[src/rtl/piso_read_ctrl_if.sv]
// rtl/piso_read_ctrl_if.sv - host/shift-register signal bundle for piso_read_ctrl
interface piso_read_ctrl_if #(
  parameter int N = 8
);
  logic         START;
  logic         AUTO;
  logic         QH;
  logic         SH_LD;
  logic         CLK_INH;
  logic         BUSY;
  logic         DONE;
  logic [N-1:0] DATA_OUT;

  modport master (
    output START, AUTO, QH,
    input  SH_LD, CLK_INH, BUSY, DONE, DATA_OUT
  );

  modport slave (
    input  START, AUTO, QH,
    output SH_LD, CLK_INH, BUSY, DONE, DATA_OUT
  );
endinterface

[src/rtl/piso_read_ctrl.sv]
// rtl/piso_read_ctrl.sv - load/shift sequencer for daisy-chained PISO shift registers
module piso_read_ctrl #(
  parameter int WIDTH     = 8,
  parameter int NUM_DEV   = 1,
  parameter int LD_CYCLES = 1,
  parameter int GAP       = 4
) (
  input logic             CLK,
  input logic             RSTb,
  piso_read_ctrl_if.slave bus
);
  localparam int N  = WIDTH * NUM_DEV;
  localparam int BW = $clog2(N + 1);

  typedef enum logic [1:0] {IDLE, LOAD, SHIFT} state_t;

  state_t         state_q, state_d;
  logic           sh_ld_q, sh_ld_d;
  logic           clk_inh_q, clk_inh_d;
  logic           busy_q, busy_d;
  logic           done_q, done_d;
  logic [N-1:0]   data_q, data_d;
  logic [N-1:0]   acc_q, acc_d;
  logic [3:0]     ld_cnt_q, ld_cnt_d;
  logic [BW-1:0]  bit_cnt_q, bit_cnt_d;
  logic [7:0]     gap_cnt_q, gap_cnt_d;

  always_ff @(posedge CLK or negedge RSTb) begin
    if (!RSTb) begin
      state_q   <= IDLE;
      sh_ld_q   <= 1'b1;
      clk_inh_q <= 1'b1;
      busy_q    <= 1'b0;
      done_q    <= 1'b0;
      data_q    <= '0;
      acc_q     <= '0;
      ld_cnt_q  <= '0;
      bit_cnt_q <= '0;
      gap_cnt_q <= '0;
    end else begin
      state_q   <= state_d;
      sh_ld_q   <= sh_ld_d;
      clk_inh_q <= clk_inh_d;
      busy_q    <= busy_d;
      done_q    <= done_d;
      data_q    <= data_d;
      acc_q     <= acc_d;
      ld_cnt_q  <= ld_cnt_d;
      bit_cnt_q <= bit_cnt_d;
      gap_cnt_q <= gap_cnt_d;
    end
  end

  always_comb begin
    state_d   = state_q;
    sh_ld_d   = sh_ld_q;
    clk_inh_d = clk_inh_q;
    busy_d    = busy_q;
    done_d    = 1'b0;
    data_d    = data_q;
    acc_d     = acc_q;
    ld_cnt_d  = ld_cnt_q;
    bit_cnt_d = bit_cnt_q;
    gap_cnt_d = gap_cnt_q;

    case (state_q)
      IDLE: begin
        sh_ld_d   = 1'b1;
        clk_inh_d = 1'b1;
        // An explicit START wins over whatever gap is still pending.
        if (bus.START || (bus.AUTO && gap_cnt_q == 8'd0)) begin
          state_d  = LOAD;
          sh_ld_d  = 1'b0;
          busy_d   = 1'b1;
          ld_cnt_d = '0;
        end else if (gap_cnt_q != 8'd0) begin
          gap_cnt_d = gap_cnt_q - 8'd1;
        end
      end

      LOAD: begin
        if (ld_cnt_q == 4'(LD_CYCLES - 1)) begin
          state_d   = SHIFT;
          sh_ld_d   = 1'b1;
          clk_inh_d = 1'b0;
          bit_cnt_d = '0;
        end else begin
          ld_cnt_d = ld_cnt_q + 4'd1;
        end
      end

      SHIFT: begin
        // QH is sampled on the same edge that advances the register.
        acc_d     = {acc_q[N-2:0], bus.QH};
        bit_cnt_d = bit_cnt_q + BW'(1);
        if (bit_cnt_q == BW'(N - 1)) begin
          state_d   = IDLE;
          clk_inh_d = 1'b1;
          data_d    = {acc_q[N-2:0], bus.QH};
          done_d    = 1'b1;
          busy_d    = 1'b0;
          gap_cnt_d = 8'(GAP);
        end
      end

      default: begin
        state_d   = IDLE;
        sh_ld_d   = 1'b1;
        clk_inh_d = 1'b1;
        busy_d    = 1'b0;
      end
    endcase
  end

  assign bus.SH_LD    = sh_ld_q;
  assign bus.CLK_INH  = clk_inh_q;
  assign bus.BUSY     = busy_q;
  assign bus.DONE     = done_q;
  assign bus.DATA_OUT = data_q;
endmodule

[src/flat_wrapper.sv]
// flat-port wrapper written by rule: the top's interface ports become plain ports
module piso_read_ctrl_flat 
#(
  parameter int WIDTH     = 8,
  parameter int NUM_DEV   = 1,
  parameter int LD_CYCLES = 1,
  parameter int GAP       = 4
)
  (CLK, RSTb, bus_START, bus_AUTO, bus_QH, bus_SH_LD, bus_CLK_INH, bus_BUSY, bus_DONE, bus_DATA_OUT);
  piso_read_ctrl_if #(.N(8)) bus_i ();
  input logic CLK;
  input logic RSTb;
  input wire logic [$bits(bus_i.START)-1:0] bus_START;
  input wire logic [$bits(bus_i.AUTO)-1:0] bus_AUTO;
  input wire logic [$bits(bus_i.QH)-1:0] bus_QH;
  output wire logic [$bits(bus_i.SH_LD)-1:0] bus_SH_LD;
  output wire logic [$bits(bus_i.CLK_INH)-1:0] bus_CLK_INH;
  output wire logic [$bits(bus_i.BUSY)-1:0] bus_BUSY;
  output wire logic [$bits(bus_i.DONE)-1:0] bus_DONE;
  output wire logic [$bits(bus_i.DATA_OUT)-1:0] bus_DATA_OUT;
  assign bus_i.START = bus_START;
  assign bus_i.AUTO = bus_AUTO;
  assign bus_i.QH = bus_QH;
  assign bus_SH_LD = bus_i.SH_LD;
  assign bus_CLK_INH = bus_i.CLK_INH;
  assign bus_BUSY = bus_i.BUSY;
  assign bus_DONE = bus_i.DONE;
  assign bus_DATA_OUT = bus_i.DATA_OUT;
  piso_read_ctrl #(.WIDTH(WIDTH), .NUM_DEV(NUM_DEV), .LD_CYCLES(LD_CYCLES), .GAP(GAP)) u_core (.CLK(CLK), .RSTb(RSTb), .bus(bus_i));
endmodule
[config.mk]
export PLATFORM = sky130hd
export DESIGN_NAME = piso_read_ctrl_flat
export DESIGN_NICKNAME = d
export VERILOG_FILES = /design/src/rtl/piso_read_ctrl_if.sv /design/src/rtl/piso_read_ctrl.sv /design/src/flat_wrapper.sv
export SDC_FILE = /design/constraint.sdc
export NUM_CORES = 1
export LEC_CHECK = 0
export ABC_AREA = 1
export BUFFER_PORTS_ARGS = -buffer_cell sky130_fd_sc_hd__clkbuf_2
export CAP_MARGIN = 15
export CORE_UTILIZATION = 45
export CTS_CLUSTER_SIZE = 24
export DETAILED_ROUTE_END_ITERATION = 16
export PLACE_DENSITY = 0.62
export REMOVE_ABC_BUFFERS = 1
export SLEW_MARGIN = 10
export SYNTH_ARGS = -nofsm -noshare
export SYNTH_HDL_FRONTEND = slang
export SYNTH_SLANG_ARGS = --single-unit
[constraint.sdc]
create_clock -name CLK -period 2.1 [get_ports CLK]
set_clock_uncertainty 0.1 [all_clocks]
set_input_delay 0.105 -clock CLK [delete_from_list [all_inputs] [get_ports CLK]]
set_output_delay 0.105 -clock CLK [all_outputs]
set_load 0.01 [all_outputs]
==> results.md, run 1 <==
* Number of endpoints failing setup at the final stage at 0
* R2r startpoint: u_core.gap_cnt_q[0]
* Final period util at 79.5%
* Via count at 1,444
* Num CTS Buffers at 5
* I/O pin count at 17
* MaxCap Viol Count at 0
* Port Buffers at 16
* Clock Path Buffers at 2
* Max Fanout on Critical Path at 15
* R2r setup slk at 0.43 ns
* Core area at about 0.0038 sq mm
* R2r endpoint: u_core.gap_cnt_q[7]
* Largest net degree at the start of global routing at 25
* Finished Layout Cells at 295
* Mapped Cells at 222
* Hold Path End: u_core.bus.SH_LD
* Peak Freq at 599 MHz
* Switching pwr at 1.28 mW
* Antenna violations before repair at 0
* Critical path startpoint: u_core.gap_cnt_q[0]
* Initial core utilization at 48.4%
* Final setup TNS at 0 ns
* DR vias/cell at 4.89
* Nets at 256
* Max Slew Vio Count at 0
* Vias in the first global route at 1,298
* Critical Path RT at 2.23 ns
* Crit path time final at 1.67 ns
* Number of library cell types mapped by synthesis at 24
* Clock latency on the worst-skew pair at 0.29 ns
* H-tree Lvls at 2
* Placed insts at ~290
* Worst Hold Path Cells at 4
* DR DRC count at 0
* Drt pass-1 iters at 4
* Tightest Pin Transition at 0.598 ns
* PD cells at 1440 mW/mm^2
* Hold Path Origin: bus_START
* Critical Path End Type: flip-flop
* Routed WL at 3.50 mm
* Antenna Nets Post-Route at 0
* Sequential Power Share at 40.3%
* Std-Cell Rows at 22
* # clock sinks at 37
* Peak VDD IR at 0.656 mV
* Crit path kind: flip-flop to flip-flop
* CTS root buf: clkbuf_8
* Wire per inst at 11.8 microns
* Leak at 1.08 nW
* Status: complete, no violations
* Clk pin slew, worst setup/hold paths at 0.07 ns
* EDFF count, synth at 0
* Synth warnings at 0
* Post-CTS Setup Inserts at 0
* Post-Syn Area at approximately 0.0018 sq mm
* Slew HR at 60.1%
* Crit start category: flip-flop
* CTS tree: built
* Iteration-0 DRC count of the detailed router at 104
* Die Span Y at around 66 microns
* Yosys reg bits at 37
* Most used DFF post-synth: dfrtp_1
* Clk pwr share at about 16%
* Die Area at around 0.0043 sq mm
* Endpoints failing hold at 0
* # fillers at 356
* Combinational share of power at 43.6%
* First-pass GRT wire length at 6.02 mm
* Chip width at 65.7 microns
* Internal power at 1.70 mW
* Area delta synth->final at 13.0%
* Register area share after synthesis at 50.9%
* CP arrival at 1.80 ns
* Grt ovf at 0
* Unrepaired setup endpoints after global routing: false
* Gr usage total at 19.2%
* Reg2Reg Depth at 10
* Sw Ratio at approximately 43%
* Asr flop ratio synth at 100%
* DPL Wire Length at 2.57 mm
* Share of cells above drive strength 1 at 16.2%
* Synth Area per Inst at 8.22 sq um
* Ant. Diodes at 0
* Min-Delay Path Class: input port to flip-flop
* Routability congestion estimate from global placement at around 0.86
==> flip-flops by register name (all words and copies together) (netlist names) <==
register	flops
u_core.acc_q	7
u_core.bit_cnt_q	4
u_core.bus.BUSY	1
u_core.bus.CLK_INH	1
u_core.bus.DATA_OUT	8
u_core.bus.DONE	1
u_core.bus.SH_LD	1
u_core.gap_cnt_q	8
u_core.ld_cnt_q	4
u_core.state_q	2
==> per-stage QoR <==
stage / total power [mW] / utilization [%] / hold WS, ns / instance area [sq um] / worst slack [ns]
finish: 2.98 / 54.7 / 0.0142 / 2060 / 0.431
global route: 3.27 / 54.7 / 0.0626 / 2060 / 0.251
CTS: 3.01 / 54.7 / 0.0123 / 2060 / 0.428
detailed placement: 2.52 / 52.0 / 0.0424 / 1960 / 0.440
global placement: 2.51 / 52.0 / 0.0438 / 1960 / 0.449
floorplan: 2.13 / - / -0.291 / 1800 / 0.585
==> worst max path at each step <==
stage	cells after the start	endpoint	slack, ns
2_1_floorplan	7	u_core.gap_cnt_q[7]	0.58
3_3_place_gp	10	u_core.gap_cnt_q[7]	0.45
3_5_place_dp	10	u_core.gap_cnt_q[7]	0.44
4_1_cts	10	u_core.gap_cnt_q[7]	0.43
5_1_grt	10	u_core.gap_cnt_q[7]	0.25
6_report	10	u_core.gap_cnt_q[7]	0.43
==> area by class of cell <==
| cell class | instances | area [sq um] | share of cell area, % |
|---|---|---|---|
| Sequential cell | 37 | 928 | 45.0 |
| Multi-Input combinational cell | 157 | 778 | 37.7 |
| Timing Repair Buffer | 21 | 123 | 5.94 |
| Inverter | 24 | 90.1 | 4.37 |
| Clock buffer | 7 | 76.3 | 3.70 |
| Tap cell | 48 | 60.1 | 2.91 |
| Clock inverter | 1 | 7.51 | 0.364 |
==> cell usage after synthesis (4+ instances only) <==
| library cell | count | area, sq um |
|---|---|---|
| ha_1 | 5 | 62.6 |
| a21oi_1 | 6 | 30.0 |
| o21ai_0 | 12 | 60.1 |
| nor3_1 | 4 | 20.0 |
| nand2_4 | 4 | 45.0 |
| nand4_1 | 5 | 31.3 |
| inv_1 | 22 | 82.6 |
| o21ai_1 | 7 | 35.0 |
| dfrtp_1 | 35 | 876 |
| nand2_1 | 64 | 240 |
| nor2_1 | 20 | 75.1 |
| nand3_1 | 21 | 105 |
==> cells in the final DEF (no fill, tap or decap), types with 4 or more instances in the layout <==
cell / count
nand2_4: 4
o21ai_0: 12
nand4_1: 5
clkbuf_8: 5
a21oi_1: 6
nand2_1: 64
nor2_1: 20
clkbuf_2: 16
inv_1: 22
nand3_1: 21
ha_1: 5
nor3_1: 4
dfrtp_1: 35
o21ai_1: 7
==> worst max-delay path, stage by stage, from the launching register on <==
cell and delay (ns):
dfrtp_1 0.39, inv_1 0.14, ha_1 0.18, nand2_1 0.05, nor2_1 0.16, nand3_2 0.11, nand2_2 0.09, nand2_4 0.12
nand2_4 0.14, nand2_1 0.06, nand2_1 0.06
==> timing repair <==
item                      CTS  global route
hold buffers                2             0
hold endpoints to repair   22             0
gates resized for setup     0             0
==> power by group through the flow <==
stage,combinational (mW),clock [mW],sequential (mW)
floorplan,0.903,0,1.22
global placement,1.30,0,1.21
detailed placement,1.31,0,1.21
CTS,1.31,0.499,1.20
global route,1.50,0.535,1.23
finish,1.30,0.481,1.20
==> logic make-up (layout without fill, tap and decap cells) <==
logic type,count (synthesis),count (layout),synth area share (%)
AND/OR/NAND/NOR,125,125,31.5
flip-flops,37,37,50.9
buffers and inverters,28,53,6.51
AO/OA/AOI/OAI,26,26,7.27
adder cells (fa/ha/maj),5,5,3.43
XOR/XNOR,1,1,0.480
==> routing by layer <==
layer	track usage, %	vias up	wire [microns]
li1	-	757	-
met1	27.3	648	1860
met2	26.4	31	1390
met3	6.08	8	174
met4	8.15	0	65
met5	0	-	0
Note: power is estimated with default switching activity, not from simulation.
==> run 2, diff against run 1 <==
Settings changed: ABC_AREA 1 to 0, PLACE_DENSITY 0.62 to 0.65.
Clock period 2.1 ns to 1.5 ns, I/O delays scaled along.
==> run 2 against run 1 <==
Net effect:
- the flow now finishes with violations (setup timing)
- combinational power rose by 75%
- synthesized cell count shrank 27%
- hold slack gained 0.11 ns
- sequential share of layout area down 6.4 points
==> results.md, run 2 <==
* Status: complete, but fails checks
* Failing checks: setup timing
* Chip width at 63.6 microns (-3.2%)
* Port Buffers at 16 (unchanged)
* Die Area at 0.00404 sq mm (-6.4%)
* Sequential Power Share at 34.2% (-6.1 points)
* Initial core utilization at 46.6% (-1.8 points)
* Combinational share of power at 47.3% (+3.7 points)
* Min-Delay Path Class: input port to flip-flop
* EDFF count, synth at 0 (unchanged)
* Hold_ws at 0.122 ns (+0.108 ns)
* Tightest Pin Transition at 0.501 ns (-0.0969 ns)
* Number of endpoints failing setup at the final stage at 18 (+18)
* Clk pin slew, worst setup/hold paths at 0.07 ns (about the same)
* Final core occ at 65.8% (+11 points)
* Reg2Reg Depth at 5 (-5)
* Crit path time final at 1.65 ns (-0.0148 ns)
* First-pass GRT wire length at 6.81 mm (+13%)
* Setup WS post-layout at -0.154 ns (-0.585 ns)
* Hold Path End: u_core.state_q[0]
* Core area at 0.00366 sq mm (-2.9%)
* Std-Cell Rows at 22 (unchanged)
* Crit path kind: flip-flop to flip-flop
* Grt ovf at 0 (unchanged)
* Register area share after synthesis at 54.4% (+3.6 points)
* Antenna Nets Post-Route at 0 (unchanged)
* PD cells at 2000 mW/mm^2 (+38%)
* Area delta synth->final at 41.3%
* Most common cell after layout, fill and taps aside: buf_4
* Iteration-0 DRC count of the detailed router at 55 (-47%)
* Internal power at 3.08 mW (+81%)
* Crit start category: flip-flop
* CTS root buf: clkbuf_8
* DR DRC count at 0 (unchanged)
* Asr flop ratio synth at 100% (unchanged)
* Max Slew Vio Count at 0 (unchanged)
* Hold Path Origin: bus_START
* Switching pwr at 1.73 mW (+35%)
* Ant. Diodes at 0 (unchanged)
* Synth Area per Inst at 10.6 sq um (+29%)
* Leak at 1.19 nW (+10%)
* Most used DFF post-synth: dfrtp_1
* Number of library cell types mapped by synthesis at 36 (+50%)
* Unrepaired setup endpoints after global routing: true
* Antenna violations before repair at 0 (unchanged)
* Crit path cell chain: nor4_4, buf_4, a31oi_4, or2_4, o21a_1
* Top delay family on crit path: simple AND/OR/NAND/NOR gates
* # clock sinks at 37 (unchanged)
* Most frequent cells in the layout: 39 x buf_4, 34 x dfrtp_1, 33 x nand2_1
* Nets at 233 (-9.0%)
* Critical-path top delay cell: dfrtp_1
* Largest net degree at the start of global routing at 20 (-20%)
* Routability congestion estimate from global placement at 0.790 (-8.0%)
* Via count at 1,419 (-1.7%)
* Overall Power at 4.81 mW (+62%)
* Sw Ratio at 36.1% (-7.0 points)
* Mapped Cells at 161 (-27%)
* Commonest cells post-synth: 35 x dfrtp_1, 34 x nand2_1, 9 x mux2_2
* Final period util at 110% (+31 points)
* Clock Path Buffers at 2 (unchanged)
* Num CTS Buffers at 5 (unchanged)
* Wire per inst at 14.0 microns (+18%)
* Routed WL at 3.81 mm (+9.1%)
* Slew HR at 66.6% (+6.5 points)
* R2r setup slk at -0.15 ns (-0.59 ns)
* MaxCap Viol Count at 0 (unchanged)
* DPL Wire Length at 2.57 mm (about the same)
* Max Fanout on Critical Path at 7 (-8)
* Share of cells above drive strength 1 at 43.8% (+28 points)
* Clk pwr share at 18.5% (+2.3 points)
* Post-synth top area share at 51.4% (+3.4 points)
* Clock latency on the worst-skew pair at 0.29 ns (about the same)
* DR vias/cell at 5.22 (+6.6%)
* Critical Path End Type: flip-flop
* Synth warnings at 0 (unchanged)
* CP Buf/Inv Count at 1 (unchanged)
* Synth area leader: dfrtp_1
* Critical Path RT at 1.58 ns (-0.65 ns)
* Die Span Y at 63.6 microns (-3.2%)
* Synth area leaders: dfrtp_1 51%, nand2_1 7.5%, mux2_2 5.9%
* Peak Freq at 605 MHz (+0.90%)
* Endpoints failing hold at 0 (unchanged)
* R2r startpoint: u_core.gap_cnt_q[5]
* Drt pass-1 iters at 4 (unchanged)
* H-tree Lvls at 2 (unchanged)
* Post-Syn Area at 0.00171 sq mm (-6.6%)
* R2r endpoint: u_core.gap_cnt_q[2]
* I/O pin count at 17 (unchanged)
* Top-count cell post-synth: dfrtp_1
* CP peak stage delay at 0.41 ns (+0.02 ns)
* CP arrival at 1.74 ns (-0.06 ns)
* CTS tree: built
* Vias in the first global route at 1,467 (+13%)
* Peak VDD IR at 1.16 mV (+76%)
* Yosys reg bits at 37 (unchanged)
* Gr usage total at 22.0% (+2.8 points)
* Worst Hold Path Cells at 3 (-1)
run 2: cell types whose count changed after synthesis, sizes merged, moves of 9 or more:
cell | previous run | this run
nand3 | 22 | 3
nand2 | 70 | 34
mux2 | 0 | 9
inv | 24 | 6
nor2 | 23 | 6
o21ai | 19 | 8
run 2: stage by stage:
stage                     instance area, sq um  instances  setup slack, ns  setup TNS [ns]
final                                     2410        272           -0.154           -1.28
after detailed placement                  2090        255           -0.238           -2.73
after global placement                    2090        255           -0.191           -2.28
after CTS                                 2330        268           -0.157           -1.59
after global routing                      2410        272           -0.225           -3.14
after floorplan                           1680        156           -0.386           -6.93
run 2: cell families after synthesis:
kind of cell,count (synthesis),share of synthesized area (%)
AOI/OAI and AO/OA,32,13.0
muxes,10,6.53
adders and majority gates,5,3.67
and+or+nand+nor,65,18.8
xor gates and xnor gates,1,0.514
buffers and inverters,11,3.08
DFF,37,54.4
run 2: worst max path at each step:
stage / slack, ns / depth (start not counted) / endpoint / from
after floorplan: -0.39 / 3 / u_core.bus.DATA_OUT[0] / u_core.state_q[0]
after global placement: -0.19 / 6 / u_core.gap_cnt_q[6] / u_core.gap_cnt_q[0]
after detailed placement: -0.24 / 6 / u_core.gap_cnt_q[6] / u_core.gap_cnt_q[0]
after CTS: -0.16 / 5 / u_core.gap_cnt_q[2] / u_core.gap_cnt_q[7]
after global routing: -0.23 / 5 / u_core.gap_cnt_q[2] / u_core.gap_cnt_q[5]
final: -0.15 / 5 / u_core.gap_cnt_q[2] / u_core.gap_cnt_q[5]
run 2: what timing repair did:
action,CTS,global route
gates resized for setup,25,11
endpoints found under the hold margin,20,0
hold buffers,2,0
setup endpoints to repair,24,28
pin swaps,9,5
buffers inserted,3,4
gates cloned,1,0
run 2: worst min-delay path: stages:
cell,delay (ns)
clkbuf_2,0.10
a41oi_2,0.05
o31ai_2,0.24
run 2: power groups by stage:
stage                     combinational, mW  sequential [mW]  clock [mW]
after floorplan                       0.950             1.69           0
after global placement                 1.88             1.62           0
after detailed placement               1.96             1.64           0
after CTS                              2.12             1.64       0.905
after global routing                   2.51             1.69       0.956
final                                  2.28             1.65       0.889
run 2: layout make-up:
type | count | area (sq um)
Fill cell | 285 | 1250
Sequential cell | 37 | 930
Multi-Input combinational cell | 113 | 846
Timing Repair Buffer | 60 | 435
Clock buffer | 7 | 86.3
Tap cell | 48 | 60.1
Clock inverter | 1 | 30.0
Inverter | 6 | 22.5
run 2: per-layer routing:
metal	track usage (%)	vias to the layer above	wire (microns)
met3	5.43	7	170
met4	7.67	0	53
li1	-	683	-
met5	0	-	0
met1	27.7	699	1700
met2	36.4	30	1890
==> run 3, diff against run 2 <==
Settings changed: BUFFER_PORTS_ARGS -buffer_cell sky130_fd_sc_hd__clkbuf_2 to default, CORE_UTILIZATION 45 to 40, DONT_BUFFER_PORTS from default to 1, PLACE_DENSITY 0.65 to 0.55.
==> run 3 against run 2 <==
Net effect:
- first-iteration DRC count is 29% lower
- die area is 12% higher
- core utilization is 6.7 points lower
- the run still ends with setup timing left
- largest cell class unchanged
- non-clock buffer count is 12 lower
- critical path depth stayed put
- design area is 0.52% lower
- sequential power is 3% higher
- worst setup slack worse by 0.056 ns
- clock power is 0.7% lower
- register-to-register slack worse by 0.06 ns
- hold slack worse by 0.045 ns
- clock-buffer cell count is 2 lower
==> results.md, run 3 (synthesis results as in run 2) <==
* Leak at 1.14 nW (-4.1%)
* R2r setup slk at -0.21 ns (-0.06 ns)
* Max Fanout on Critical Path at 7 (unchanged)
* Die Span Y at 67.3 microns (+5.9%)
* DP Area at 0.00199 sq mm (-5.0%)
* Placed insts at 239 (-6.3%)
* I/O pin count at 17 (unchanged)
* Max Slew Vio Count at 0 (unchanged)
* Final core occ at 59.1% (-6.7 points)
* Critical Path RT at 1.59 ns (about the same)
* Number of endpoints failing setup at the final stage at 20 (+2)
* Clock latency on the worst-skew pair at 0.29 ns (about the same)
* Vias in the first global route at 1,461 (-0.41%)
* Port Buffers at 0 (-16)
* CTS root buf: clkbuf_8
* DPL Wire Length at 2.56 mm (-0.39%)
* First-pass GRT wire length at 6.82 mm (+0.21%)
* Clock Path Buffers at 2 (unchanged)
* Most frequent cells in the layout: 39 x buf_4, 35 x dfrtp_1, 34 x nand2_1
* DR vias/cell at 5.25 (+0.67%)
* Failing checks: setup timing
* # fillers at 321 (+13%)
* Top delay family on crit path: simple AND/OR/NAND/NOR gates
* Gr usage total at 21.0% (-0.96 points)
* # clock sinks at 37 (unchanged)
* Endpoints failing hold at 0 (unchanged)
* Initial core utilization at 42.0% (-4.6 points)
* Peak VDD IR at 1.05 mV (-9.0%)
* Peak Freq at 585 MHz (-3.3%)
* Crit path kind: flip-flop to flip-flop
* Routability congestion estimate from global placement at 0.835 (+5.7%)
* Finished Layout Cells at 262 (-3.7%)
* Iteration-0 DRC count of the detailed router at 39 (-29%)
* CP Buf/Inv Count at 1 (unchanged)
* DR DRC count at 0 (unchanged)
* Wire per inst at 15.7 microns (+12%)
* Min-Delay Path Class: input port to flip-flop
* Grt ovf at 0 (unchanged)
* Die Area at 0.00453 sq mm (+12%)
* Chip width at 67.3 microns (+5.9%)
* Final Cell Area at 0.00240 sq mm (-0.52%)
* Share of cells above drive strength 1 at 40.1% (-3.7 points)
* Clk pin slew, worst setup/hold paths at 0.08 ns (about the same)
* Antenna Nets Post-Route at 0 (unchanged)
* Most common cell after layout, fill and taps aside: buf_4
* CTS tree: built
* Antenna violations before repair at 0 (unchanged)
* Area delta synth->final at 40.6%
* Num CTS Buffers at 5 (unchanged)
* Critical Path End Type: flip-flop
* Crit path time final at 1.71 ns (+0.0556 ns)
* H-tree Lvls at 2 (unchanged)
* PD cells at 2030 mW/mm^2 (+1.7%)
* CP arrival at 1.80 ns (+0.06 ns)
* Ant. Diodes at 0 (unchanged)
* Core area at 0.00406 sq mm (+11%)
* Std-Cell Rows at 23 (+4.5%)
* Unrepaired setup endpoints after global routing: true
* Critical-path top delay cell: dfrtp_1
* Slew HR at 73.2% (+6.6 points)
* Drt pass-1 iters at 4 (unchanged)
* Final period util at 114% (+3.7 points)
* Crit start category: flip-flop
* Setup WS post-layout at -0.210 ns (-0.0556 ns)
* Tightest Pin Transition at 0.398 ns (-0.103 ns)
* Routed WL at 4.12 mm (+7.9%)
* Status: complete, but fails checks
* Nets at 221 (-5.2%)
* Crit path cell chain: nor4_4, buf_4, a31oi_4, or2_4, o21a_1
* Largest net degree at the start of global routing at 38 (+90%)
* CP peak stage delay at 0.42 ns (about the same)
* Via count at 1,376 (-3.0%)
* MaxCap Viol Count at 0 (unchanged)
## run 3: final timing paths
kind | start | endpoint | cells past startpoint
setup / recovery | u_core.gap_cnt_q[5] | u_core.gap_cnt_q[2] | 5
hold / removal | bus_AUTO | u_core.ld_cnt_q[3] | 4
setup reg to reg | u_core.gap_cnt_q[5] | u_core.gap_cnt_q[2] | 5
hold reg to reg | u_core.acc_q[6] | u_core.acc_q[6] | 2
max in group asynchronous | RSTb | u_core.bus.CLK_INH | 2
min in group asynchronous | RSTb | u_core.ld_cnt_q[3] | 2
## run 3: routing by layer
metal	track usage, %	wire length, microns	vias to the layer above
li1	-	-	655
met1	24.1	1730	684
met4	11.7	87	0
met2	35.8	2120	28
met3	4.90	187	9
met5	0	0	-
## run 3: power breakdown
part           switching [mW]  leakage [nW]  internal (mW)
combinational            1.10         0.608           1.19
clock                   0.386        0.0543          0.498
sequential              0.329         0.478           1.37
total                    1.82          1.14           3.05
## run 3: what timing repair did
item,in CTS,in global routing
hold buffers,4,0
buffers inserted,9,1
endpoints found under the setup margin,24,27
pin swaps,11,6
gates cloned,1,0
gates resized for setup,30,11
hold endpoints to repair,42,0
## run 3: worst min-delay path: cells and delay by family
family,cells,cell delay [ns]
AO/OA/AOI/OAI,1,0.14
AND/OR/NAND/NOR,2,0.11
buffers and inverters,1,0.11
## run 3: metrics by stage
stage                     TNS [ns]  worst slack [ns]  hold slack, ns  power (mW)
final                        -1.86            -0.210          0.0768        4.87
after detailed placement     -3.41            -0.250          -0.319        3.52
after global routing         -3.29            -0.257          0.0853        5.20
after global placement       -2.76            -0.193          -0.320        3.44
after CTS                    -1.74            -0.173          0.0273        4.71
after floorplan              -6.93            -0.386          -0.321        2.64
## run 3: layout make-up
cell class	count	area, sq um	area share (%)
multi-input cells	113	870	36.3
clock inverters	3	46.3	1.93
repair buffers	48	399	16.6
inverters	6	22.5	0.939
well taps	50	62.6	2.61
flip-flops and latches	37	928	38.7
clock buffers	5	68.8	2.87
